File: config.mk
export PLATFORM = sky130hd
export DESIGN_NAME = display_scheduler_flat
export DESIGN_NICKNAME = d
export VERILOG_FILES = /design/src/rtl/display_pkg.sv /design/src/rtl/display_scheduler_if.sv /design/src/rtl/display_scheduler_rr_arbiter.sv /design/src/rtl/display_scheduler.sv /design/src/flat_wrapper.sv
export SDC_FILE = /design/constraint.sdc
export NUM_CORES = 1
export LEC_CHECK = 0
export CORE_AREA = 8 8 106 108
export DETAILED_ROUTE_END_ITERATION = 7
export DIE_AREA = 0 0 114 116
export PLACE_DENSITY = 0.83
export SLEW_MARGIN = 25
export SYNTH_ARGS = -nofsm -noshare
export SYNTH_HDL_FRONTEND = slang
export SYNTH_SLANG_ARGS = --single-unit
File: constraint.sdc
create_clock -name ser_clk -period 3 [get_ports ser_clk]
set_input_delay 0.75 -clock ser_clk [delete_from_list [all_inputs] [get_ports ser_clk]]
set_output_delay 0.75 -clock ser_clk [all_outputs]
set_load 0.01 [all_outputs]
File: src/rtl/display_pkg.sv
// rtl/display_pkg.sv - shared types and constants for the display frame scheduler
package display_pkg;

   localparam int NUM_SRC = 3;
   localparam int BCD_W   = 16;
   localparam logic [1:0] SRC_NONE = 2'd3;

   typedef enum logic [2:0] {
      IDLE,
      LOAD,
      WAIT_START,
      WAIT_DONE,
      GAP
   } state_e;

   // Next source index in round-robin order, wrapping 2 -> 0.
   function automatic logic [1:0] src_next(input logic [1:0] s);
      return (s >= 2'd2) ? 2'd0 : s + 2'd1;
   endfunction

   // Saturating increment so counters stick at all-ones instead of wrapping.
   function automatic logic [31:0] sat_inc(input logic [31:0] v);
      return (v == 32'hFFFF_FFFF) ? v : v + 32'd1;
   endfunction

endpackage

File: src/rtl/display_scheduler_if.sv
// rtl/display_scheduler_if.sv - request and serializer bus between sources, scheduler and serializer
interface display_scheduler_if;
   import display_pkg::*;

   logic [NUM_SRC-1:0]       req_valid;
   logic [NUM_SRC*BCD_W-1:0] req_bcd;
   logic [NUM_SRC-1:0]       req_ready;
   logic                     ser_busy;
   logic                     ser_load;
   logic [BCD_W-1:0]         ser_bcd;

   // Sources and serializer side.
   modport master (
      output req_valid, req_bcd, ser_busy,
      input  req_ready, ser_load, ser_bcd
   );

   // Scheduler side.
   modport slave (
      input  req_valid, req_bcd, ser_busy,
      output req_ready, ser_load, ser_bcd
   );

endinterface

File: src/rtl/display_scheduler_rr_arbiter.sv
// rtl/display_scheduler_rr_arbiter.sv - round-robin pick among requesting sources after the last grant
module rr_arbiter
   import display_pkg::*;
(
   input  logic [NUM_SRC-1:0] req_mask_i,
   input  logic [1:0]         last_grant_i,
   output logic [1:0]         grant_idx_o,
   output logic               grant_valid_o
);

   logic [1:0] cand;

   // Scan all sources starting just after the last grant; no previous grant starts at 0.
   always_comb begin
      grant_idx_o   = 2'd0;
      grant_valid_o = 1'b0;
      cand          = (last_grant_i == SRC_NONE) ? 2'd0 : src_next(last_grant_i);
      for (int k = 0; k < NUM_SRC; k++) begin
         if (!grant_valid_o && req_mask_i[cand]) begin
            grant_idx_o   = cand;
            grant_valid_o = 1'b1;
         end
         cand = src_next(cand);
      end
   end

endmodule

File: src/rtl/display_scheduler.sv
// rtl/display_scheduler.sv - arbitrates BCD frame sources onto one serializer with hold, gap and start timeout
module display_scheduler
   import display_pkg::*;
#(
   parameter int unsigned GAP_CYCLES    = 8,
   parameter int unsigned START_TIMEOUT = 200,
   parameter int unsigned HOLD_FRAMES   = 4
) (
   input  logic                ser_clk,
   input  logic                reset,
   input  logic                enable,
   display_scheduler_if.slave  bus,
   output logic [1:0]          cur_src,
   output logic                frame_done,
   input  logic                err_clear,
   output logic                err_timeout
);

   state_e           state_q, state_d;
   logic [1:0]       cur_src_q, cur_src_d;
   logic [31:0]      hold_q, hold_d;
   logic [31:0]      cnt_q, cnt_d;
   logic [BCD_W-1:0] ser_bcd_q, ser_bcd_d;
   logic             frame_done_q, frame_done_d;
   logic             err_q, err_d;

   logic [1:0]       rr_idx;
   logic             rr_valid;
   logic             keep_cur;
   logic [1:0]       grant_idx;
   logic             ser_load_c;
   logic [NUM_SRC-1:0] req_ready_c;

   rr_arbiter u_rr (
      .req_mask_i    (bus.req_valid),
      .last_grant_i  (cur_src_q),
      .grant_idx_o   (rr_idx),
      .grant_valid_o (rr_valid)
   );

   // The current source keeps the serializer until it has had HOLD_FRAMES frames or stops requesting.
   always_comb begin
      keep_cur  = (cur_src_q != SRC_NONE) && bus.req_valid[cur_src_q] && (hold_q < HOLD_FRAMES);
      grant_idx = keep_cur ? cur_src_q : rr_idx;
   end

   // State register; reset drops any frame in flight without pulses.
   always_ff @(posedge ser_clk) begin
      if (reset) begin
         state_q      <= IDLE;
         cur_src_q    <= SRC_NONE;
         hold_q       <= 32'd0;
         cnt_q        <= 32'd0;
         ser_bcd_q    <= '0;
         frame_done_q <= 1'b0;
         err_q        <= 1'b0;
      end else begin
         state_q      <= state_d;
         cur_src_q    <= cur_src_d;
         hold_q       <= hold_d;
         cnt_q        <= cnt_d;
         ser_bcd_q    <= ser_bcd_d;
         frame_done_q <= frame_done_d;
         err_q        <= err_d;
      end
   end

   // Next-state logic; cnt_q counts cycles since ser_load in WAIT_START and gap cycles in GAP.
   always_comb begin
      state_d      = state_q;
      cur_src_d    = cur_src_q;
      hold_d       = hold_q;
      cnt_d        = cnt_q;
      ser_bcd_d    = ser_bcd_q;
      frame_done_d = 1'b0;
      err_d        = err_clear ? 1'b0 : err_q;
      case (state_q)
         IDLE: begin
            if (enable && (keep_cur || rr_valid)) begin
               state_d   = LOAD;
               cur_src_d = grant_idx;
               ser_bcd_d = bus.req_bcd[32'(grant_idx) * BCD_W +: BCD_W];
               hold_d    = (grant_idx == cur_src_q) ? sat_inc(hold_q) : 32'd1;
            end
         end
         LOAD: begin
            state_d = WAIT_START;
            cnt_d   = 32'd1;
         end
         WAIT_START: begin
            if (bus.ser_busy) begin
               state_d = WAIT_DONE;
               cnt_d   = 32'd0;
            end else if (cnt_q + 32'd1 >= START_TIMEOUT) begin
               state_d = GAP;
               err_d   = 1'b1;
               cnt_d   = 32'd0;
            end else begin
               cnt_d   = sat_inc(cnt_q);
            end
         end
         WAIT_DONE: begin
            if (!bus.ser_busy) begin
               state_d      = GAP;
               frame_done_d = 1'b1;
               cnt_d        = 32'd0;
            end
         end
         GAP: begin
            if (cnt_q + 32'd1 >= GAP_CYCLES) begin
               state_d = IDLE;
               cnt_d   = 32'd0;
            end else begin
               cnt_d   = sat_inc(cnt_q);
            end
         end
         default: state_d = IDLE;
      endcase
   end

   // Load strobe and accept pulse are both asserted only during the single LOAD cycle.
   always_comb begin
      ser_load_c  = (state_q == LOAD);
      req_ready_c = '0;
      if (state_q == LOAD) begin
         req_ready_c = {{(NUM_SRC-1){1'b0}}, 1'b1} << cur_src_q;
      end
   end

   assign bus.ser_load  = ser_load_c;
   assign bus.req_ready = req_ready_c;
   assign bus.ser_bcd   = ser_bcd_q;
   assign cur_src       = cur_src_q;
   assign frame_done    = frame_done_q;
   assign err_timeout   = err_q;

endmodule

File: src/flat_wrapper.sv
// flat-port wrapper written by rule: the top's interface ports become plain ports
module display_scheduler_flat import display_pkg::*;
#(
   parameter int unsigned GAP_CYCLES    = 8,
   parameter int unsigned START_TIMEOUT = 200,
   parameter int unsigned HOLD_FRAMES   = 4
)
  (ser_clk, reset, enable, cur_src, frame_done, err_clear, err_timeout, bus_req_valid, bus_req_bcd, bus_ser_busy, bus_req_ready, bus_ser_load, bus_ser_bcd);
  display_scheduler_if bus_i ();
  input  logic ser_clk;
  input  logic reset;
  input  logic enable;
  output logic [1:0] cur_src;
  output logic frame_done;
  input  logic err_clear;
  output logic err_timeout;
  input wire logic [$bits(bus_i.req_valid)-1:0] bus_req_valid;
  input wire logic [$bits(bus_i.req_bcd)-1:0] bus_req_bcd;
  input wire logic [$bits(bus_i.ser_busy)-1:0] bus_ser_busy;
  output wire logic [$bits(bus_i.req_ready)-1:0] bus_req_ready;
  output wire logic [$bits(bus_i.ser_load)-1:0] bus_ser_load;
  output wire logic [$bits(bus_i.ser_bcd)-1:0] bus_ser_bcd;
  assign bus_i.req_valid = bus_req_valid;
  assign bus_i.req_bcd = bus_req_bcd;
  assign bus_i.ser_busy = bus_ser_busy;
  assign bus_req_ready = bus_i.req_ready;
  assign bus_ser_load = bus_i.ser_load;
  assign bus_ser_bcd = bus_i.ser_bcd;
  display_scheduler #(.GAP_CYCLES(GAP_CYCLES), .START_TIMEOUT(START_TIMEOUT), .HOLD_FRAMES(HOLD_FRAMES)) u_core (.ser_clk(ser_clk), .reset(reset), .enable(enable), .bus(bus_i), .cur_src(cur_src), .frame_done(frame_done), .err_clear(err_clear), .err_timeout(err_timeout));
endmodule
Word level (Yosys, flattened, before mapping)

Cells that the tools add are included.

Add/subtract/negate cells: 5
Order comparisons: 10
Eq/ne operators: 14
Shift operators: 2
Multiplexer cells: 39
Bitwise logic cells: 1
Reductions and logical operators: 15

Operator list:

| kind                                                                | number |
|---|---|
| two-way mux 32 bit                                                  | 7 |
| one-hot mux 32 bit (4 select lines)                                 | 1 |
| adder 32 x 1 -> 32 bit (second input constant)                      | 2 |
| == test 32 bit (second input constant)                              | 2 |
| variable part select 48 x 7 -> 16 bit                               | 1 |
| greater-or-equal comparator 32 x 4 -> 1 bit (second input constant) | 1 |
| greater-or-equal comparator 32 x 8 -> 1 bit (second input constant) | 1 |
| < comparator 32 x 3 -> 1 bit (second input constant)                | 1 |
| two-way mux 3 bit                                                   | 6 |
| two-way mux 2 bit                                                   | 8 |
| one-hot mux 3 bit (5 select lines)                                  | 1 |
| < comparator 2 x 3 -> 1 bit (second input constant)                 | 4 |
| two-way mux 1 bit                                                   | 12 |
| binary-select mux 1 bit (select 2 bit)                              | 4 |
| adder 2 x 1 -> 2 bit (second input constant)                        | 3 |
| == test 3 x 2 -> 1 bit (second input constant)                      | 2 |
| greater-or-equal comparator 2 bit (second input constant)           | 3 |
| inequality test 2 bit (second input constant)                       | 3 |
| logical AND 1 bit                                                   | 5 |
| inequality test 2 x 1 -> 1 bit (second input constant)              | 2 |
| AND reduction 2 bit                                                 | 2 |
| AND reduction 4 bit                                                 | 1 |
| nonzero test 4 bit                                                  | 1 |
| == test 3 x 1 -> 1 bit (second input constant)                      | 1 |
| other kinds (11)                                                    | 12 |

Register bits after elaboration: 87
Input port bits: 56
Output and inout port bits: 24

Logic depth before layout (Yosys ltp)

Gate-level depths: netlist of run 1.

Word-level depth: 16
Depth in mapped cells: 12

By module

Synthesis of run 1 repeated with hierarchy kept, for this count alone.

Cells, all modules: 608
Area, all modules: 4934.7 um^2

Modules (own cells, without submodules):

| module            | instances | cells each | area each (um^2) | sequential area each (um^2) |
|---|---|---|---|---|
| display_scheduler | 1         | 600        | 4884.7           | 1741.7 |
| rr_arbiter        | 1         | 8          | 50.0             | 0.0 |

Least setup slack after synthesis of run 1

No wires, ideal clock.

Path type: flip-flop to flip-flop
From: register u_core.cnt_q[0]
To: register u_core.cnt_q[11]
Library setup time: 0.070 ns
Data arrival time: 2.715 ns
Setup slack: 0.215 ns
Stages on the path, launching flop included: 13
Path buffers: 3
Path through: dfxtp_1 > ha_1 > clkbuf_1 > and2_0 > nand2_1 > o31a_1 > a2111oi_2 > nand4_1 > nand4bb_1 > or2_1 > buf_6 > buf_12 > a21oi_2

Cells in the longest elaborated chain, start to end: 5
Elaborated cells between the ends (all ways): 9

Ends and longest elaborated chain:

| item                                                                                     | line                                                                 | source |
|---|---|---|
| from (decl)                                                                              | display_scheduler.sv:22                                              | `logic [31:0] cnt_q, cnt_d;` |
| from (signal assigned)                                                                   | display_scheduler.sv:61                                              | `cnt_q <= cnt_d;` |
| adder 32 x 1 -> 32 bit / == test 32 bit (equally long branches)                          | display_pkg.sv:23, display_scheduler.sv:94, display_scheduler.sv:110 |  |
| greater-or-equal comparator 32 x 8 -> 1 bit / two-way mux 32 bit (equally long branches) | display_scheduler.sv:94, display_pkg.sv:23                           |  |
| two-way mux 32 bit                                                                       | display_scheduler.sv:94                                              | `end else if (cnt_q + 32'd1 >= START_TIMEOUT) begin` |
| two-way mux 32 bit                                                                       | display_scheduler.sv:91                                              | `if (bus.ser_busy) begin` |
| one-hot mux 32 bit (4 select lines) *                                                    | display_scheduler.sv:77                                              | `case (state_q)` |

Every way passes the cells marked *; elsewhere a longest branch is shown, timed or not.
A chain may end at the register's enable or synchronous reset.

Worst setup path after layout of run 1

From: register u_core.cnt_q[7]
To: register u_core.cnt_q[1]

Cells in the longest elaborated chain, start to end: 5
Elaborated cells between the ends (all ways): 9

Ends and longest elaborated chain:

| item                                                                                     | line |
|---|---|
| adder 32 x 1 -> 32 bit / == test 32 bit (equally long branches)                          | display_scheduler.sv:94, display_scheduler.sv:110, display_pkg.sv:23 |
| greater-or-equal comparator 32 x 8 -> 1 bit / two-way mux 32 bit (equally long branches) | -- |
| two-way mux 32 bit                                                                       | display_scheduler.sv:94 |
| two-way mux 32 bit                                                                       | display_scheduler.sv:91 |
| one-hot mux 32 bit (4 select lines) *                                                    | display_scheduler.sv:77 |

Marked as above.

==> impl_metrics.yaml, run 1 <==
global_routing:
  grt_max_degree: 37
  grt_pass1_wl_um: 22200
  grtUsageTotal: 0.204
  grt_antenna_before_repair: 0
  grt_pass1_vias: 4789
  grt_overflow: 0
power_and_ir_drop:
  power.total_mw: 2.76
  intPower_mw: 1.92
  p_comb_frac: 0.222
  p_sw_frac: 0.307
  irDropWorstVdd_mv: 0.438
  seqPwrFrac: 0.452
  switchingPower_mw: 0.848
  leakage_nw: 2.33
  clockPowerShare: 0.326
  power_density_nw_per_um2: 427
worst_setup_path:
  max_stage_delay_ns: 0.60
  cp_num_buf_inv: 1
  r2r_setup_slack_ns: 0.07
  worstPathCellList: "nand3_4 > or4_4 > o31a_1 > a2111oi_2 > nand4_1 > nand4bb_4 > buf_6 > or3b_1 > a31oi_1"
  critPathCaptureType: "flop"
  start_kind: "flop"
  arrival_ns: 3.21
  slowest_stage: "or4_4"
  worst_path_dominant_cell_family: "simple AND/OR/NAND/NOR gates"
  cp_max_fo: 6
  critical_path_class: "flop to flop"
  worstPathRequired_ns: 3.28
yosys:
  synth_top_area_frac: 0.345
  synth_top_area_cell: "dfxtp_1"
  synth_edf_count: 0
  synth_cells: 620
  ys.flop_type: "dfxtp_1"
  ys_ff_latch: 87
  synthTopCellsByArea: "dfxtp_1, nand2_1, nor2_1"
  yosysWarnings: 0
  synth.distinct_cells: 70
  async_flop_share: 0
  syn_area_um2: 5050
  syn_avg_cell_area_um2: 8.14
  synth_nets: 679
  ys_seq_area_frac: 0.345
detailed_routing:
  drt_pre_antenna_iters: 5
  via_per_inst: 5.76
  drtIter0Drc: 321
  avgRoutedWirePerCell_um: 16.1
  drc_errors: 0
  routed_wl_um: 13800
  vias: 4964
  antenna_left: 0
final_layout:
  mostFrequentLayoutCells: "clkdlybuf4s50_1, nand2_1, dfxtp_1"
  final_util: 0.678
  nets: 783
  diodes: 0
  instances_no_fill: 862
  final_common_cell: "clkdlybuf4s50_1"
  drive_gt1_frac: 0.185
  nFillCells: 758
  syn_to_final_growth_pct: 28.3
die:
  rows: 36
  die_x_um: 114
  start_util: 0.528
  core_area_um2: 9550
  die_h_um: 116
  die_area_um2: 13200
  top_level_ports: 80
placement:
  place_hpwl_um: 9840
  port_buffers: 79
  gp_congestion: 0.856
  dp_cells: 837
  pre_cts_ws_ns: -0.265
timing:
  finalCritPeriodShare: 0.977
  worst-slew-pin-transition_ns: 0.561
  period_needed_ns: 2.93
  hold_viol: 0
  slew_headroom: 0.625
  holdWs_ns: 0.463
  skew_ns: 0.0177
  grt_setup_unrepaired: "true"
  fmax_mhz: 341
  worst_slack_ns: 0.0693
  drv_slew: 0
  setup_viol: 0
cts:
  clkLatencyLatePin_ns: 0.37
  ctsLongestPathBuffers: 2
  clk_pin_slew_ns: 0.10
  cts-root-buf: "clkbuf_8"
  htreeDepth: 3
  cts_tree: "done"
  ctsHoldBuffers: 0
  cts_buffers: 9
  numClockSinks: 87
outcome:
  status: "finished clean"
worst_hold_path:
  hp-class: "flop to flop"
run:
  drv_cap: 0
what timing repair did:
action / 4_1_cts / 5_1_grt
setup endpoints to repair: 32 / 34
gates resized for setup: 6 / 25
setup buffers: 2 / 7
pin swaps: 2 / 8
routing by layer:
layer / wire [um] / global-route usage / up-vias
met1: 5540 / 0.220 / 2387
met2: 7540 / 0.398 / 135
met3: 530 / 0.0334 / 29
li1: - / - / 2413
met4: 237 / 0.0612 / 0
met5: 0 / 0 / -
power by group through the flow:
stage / clock [mW] / combinational (mW) / sequential [mW]
final: 0.901 / 0.614 / 1.25
after global routing: 0.960 / 0.661 / 1.25
after CTS: 0.917 / 0.601 / 1.25
after detailed placement: 0 / 0.595 / 1.27
after global placement: 0 / 0.578 / 1.27
after floorplan: 0 / 0.358 / 1.27
sequential cells by signal (all words and copies together) (netlist names):
| signal | flops |
|---|---|
| u_core.cur_src | 2 |
| u_core.frame_done | 1 |
| u_core.bus.ser_bcd | 16 |
| u_core.state_q | 3 |
| u_core.hold_q | 32 |
| u_core.err_timeout | 1 |
| u_core.cnt_q | 32 |
final timing paths:
check	cells after the start	to	startpoint
min	2	u_core.bus.ser_bcd[0]$_SDFFE_PP0P_	u_core.bus.ser_bcd[0]$_SDFFE_PP0P_
max reg2reg	9	u_core.cnt_q[1]$_SDFFE_PP0P_	u_core.cnt_q[7]$_SDFFE_PP0P_
max	9	u_core.cnt_q[1]$_SDFFE_PP0P_	u_core.cnt_q[7]$_SDFFE_PP0P_
min reg2reg	2	u_core.bus.ser_bcd[0]$_SDFFE_PP0P_	u_core.bus.ser_bcd[0]$_SDFFE_PP0P_
Yosys cell counts, types with 6 or more instances:
cell type   n
nor2_1     75
nor3_1     19
nor2b_1     7
mux2i_1    21
a21o_1      8
a211o_1    17
o21ai_0     8
buf_2       6
xnor2_1     9
dfxtp_1    87
nand4_1    19
inv_1      10
xor2_1     27
nand3_1    25
clkbuf_1   19
a21oi_1    42
a21oi_2    20
nand2_1    80
nor4_1     17
and3_1      7
metrics by stage:
step           setup TNS (ns)  instance area [um^2]
2_1_floorplan               0                  5050
3_3_place_gp            -1.65                  6080
3_5_place_dp            -3.17                  6080
4_1_cts                     0                  6330
5_1_grt               -0.0113                  6470
6_report                    0                  6470
worst min-delay path, stage by stage, from the launching register on:
cell and delay, ns:
dfxtp_1 0.32, nand2_1 0.05, a21oi_1 0.05
cells by family after synthesis:
logic type / synth area share
AOI/OAI and AO/OA: 0.175
xor gates and xnor gates: 0.0625
buffers and inverters: 0.0672
adders and majority gates: 0.00744
muxes: 0.0417
DFF: 0.345
and+or+nand+nor: 0.301
layout make-up:
class                   count  area (um^2)  area share
inverters                  10         37.5     0.00580
clock inverters             7         97.6      0.0151
repair buffers            136         1230       0.189
clock buffers               9          124      0.0191
multi-input cells         480         3060       0.472
well taps                 133          166      0.0257
flip-flops and latches     87         1770       0.273
Power figures use the tool's default switching activity.
==> run 2, diff against run 1 <==
CORE_AREA = 8 8 103 105   (was 8 8 106 108)
DIE_AREA = 0 0 111 113   (was 0 0 114 116)
PLACE_DENSITY = 0.87   (was 0.83)
clock period = 3.63 ns   (was 3 ns; I/O delays follow)
==> run 2 against run 1 <==
Compared with the run above:
- die area decreased by 5.1%
- via count fell by 5.0%
- first-iteration DRC count shrank 30%
- critical path depth is the same
- sequential share of layout area is 1.6 points higher
- clock skew is 0.0055 ns lower
- total power down 19%
- final cell count is 7.3% lower
- design area fell by 7.0%
- hold slack got worse by 0.0037 ns
- setup slack improved by 0.24 ns
- largest cell class unchanged
==> impl_metrics.yaml, run 2 (synthesized netlist as in run 1, its figures left out) <==
outcome:
  status: "finished clean"
cts:
  ctsHoldBuffers: 0
  htreeDepth: 3
  clkLatencyLatePin_ns: 0.36
  cts-root-buf: "clkbuf_8"
  cts_buffers: 9
  cts-resized-gates: 0
  ctsLongestPathBuffers: 2
  clk_pin_slew_ns: 0.09
  numClockSinks: 87
  cts_tree: "done"
  post_cts_buffers: 0
die:
  core_area_um2: 8980
  start_util: 0.562
  die_h_um: 113
  die_area_um2: 12500
  die_x_um: 111
  rows: 35
  top_level_ports: 80
global_routing:
  grt_antenna_before_repair: 0
  grt_pass1_wl_um: 21300
  grt_pass1_vias: 4518
  grt_overflow: 0
  grtUsageTotal: 0.200
  grt_max_degree: 57
detailed_routing:
  routed_wl_um: 12800
  drtIter0Drc: 225
  drc_errors: 0
  vias: 4716
  drt_pre_antenna_iters: 4
  via_per_inst: 5.90
  avgRoutedWirePerCell_um: 16.0
  antenna_left: 0
timing:
  hold_viol: 0
  skew_ns: 0.0122
  slew_headroom: 0.516
  setup_viol: 0
  worst-slew-pin-transition_ns: 0.726
  fmax_mhz: 301
  period_needed_ns: 3.32
  finalCritPeriodShare: 0.914
  worst_slack_ns: 0.313
  setup-tns-final_ns: 0
  drv_slew: 0
  grt_setup_unrepaired: "false"
worst_hold_path:
  hp-class: "flop to flop"
  worstHoldStart: "u_core.bus.ser_bcd[1]$_SDFFE_PP0P_"
worst_setup_path:
  arrival_ns: 3.60
  regToRegStartpoint: "u_core.cnt_q[6]$_SDFFE_PP0P_"
  cp-startpoint: "u_core.cnt_q[6]$_SDFFE_PP0P_"
  worstPathRequired_ns: 3.91
  start_kind: "flop"
  critPathCaptureType: "flop"
  critical_path_class: "flop to flop"
  r2r_setup_slack_ns: 0.31
  cp_max_fo: 13
power_and_ir_drop:
  irDropWorstVdd_mv: 0.270
  intPower_mw: 1.58
  seqPwrFrac: 0.459
  leakage_nw: 2.10
  p_sw_frac: 0.298
  clockPowerShare: 0.326
  switchingPower_mw: 0.670
  power_density_nw_per_um2: 373
  p_comb_frac: 0.215
  power.total_mw: 2.25
final_layout:
  diodes: 0
  seq_area_um2: 1740
  final_common_cell: "dfxtp_1"
  nets: 742
  mostFrequentLayoutCells: "dfxtp_1, nand2_1, clkdlybuf4s50_1"
  multi_input_area_um2: 2970
  syn_to_final_growth_pct: 19.4
  nFillCells: 738
  drive_gt1_frac: 0.106
  final_util: 0.671
placement:
  port_buffers: 79
  pre_cts_ws_ns: 0.0709
  gp_congestion: 0.863
  place_hpwl_um: 9230
run:
  drv_cap: 0
## run 2: cell types whose count changed in the layout (fill, tap and decap cells not counted), moves of 2 or more
cell	delta
buf_4	-39
nor4_1	+2
inv_8	-2
nor4_4	-2
dfxtp_1	+11
nand2_2	-3
dfxtp_2	-7
nand2_1	+3
dfxtp_4	-4
## run 2: final timing paths
kind / end / depth (start not counted)
worst max register to register: u_core.cnt_q[1]$_SDFFE_PP0P_ / 9
worst min register to register: u_core.bus.ser_bcd[1]$_SDFFE_PP0P_ / 2
worst max-delay path: u_core.cnt_q[1]$_SDFFE_PP0P_ / 9
worst min-delay path: u_core.bus.ser_bcd[1]$_SDFFE_PP0P_ / 2
## run 2: area by class of cell
cell class | count | share of cell area
well taps | 111 | 0.0231
clock buffers | 10 | 0.0229
multi-input cells | 480 | 0.494
inverters | 10 | 0.00623
flip-flops and latches | 87 | 0.289
clock inverters | 6 | 0.0127
repair buffers | 95 | 0.152
## run 2: layer usage
layer  GRT usage  up-vias  part of all wire  wire, um
met5           0        -                 0         0
li1            -     2328                 -         -
met4      0.0757        0             0.022       287
met3      0.0392       27             0.040       515
met2       0.361      102              0.52      6690
met1       0.226     2259              0.41      5290
## run 2: worst max-delay path, stage by stage (launching register included)
cell	delay [ns]
dfxtp_1	0.54
nand3_4	0.15
or4_1	0.57
o21a_1	0.18
or4b_1	0.54
nor4_2	0.26
nand4bb_1	0.32
or2_1	0.33
buf_4	0.21
a31oi_1	0.15
## run 2: per-stage QoR
stage	instances	instance area, um^2	hold WS (ns)
floorplan	620	5050	0.458
global placement	783	5810	0.443
detailed placement	783	5810	0.447
CTS	799	6020	0.460
global route	799	6020	0.475
finish	799	6020	0.459
## run 2: power by group through the flow
stage                     Sequential, mW  Combinational (mW)  Clock [mW]
after CTS                           1.03               0.484       0.745
after global placement              1.05               0.462           0
after global routing                1.04               0.521       0.788
final                               1.03               0.482       0.732
after floorplan                     1.05               0.296           0
after detailed placement            1.05               0.481           0
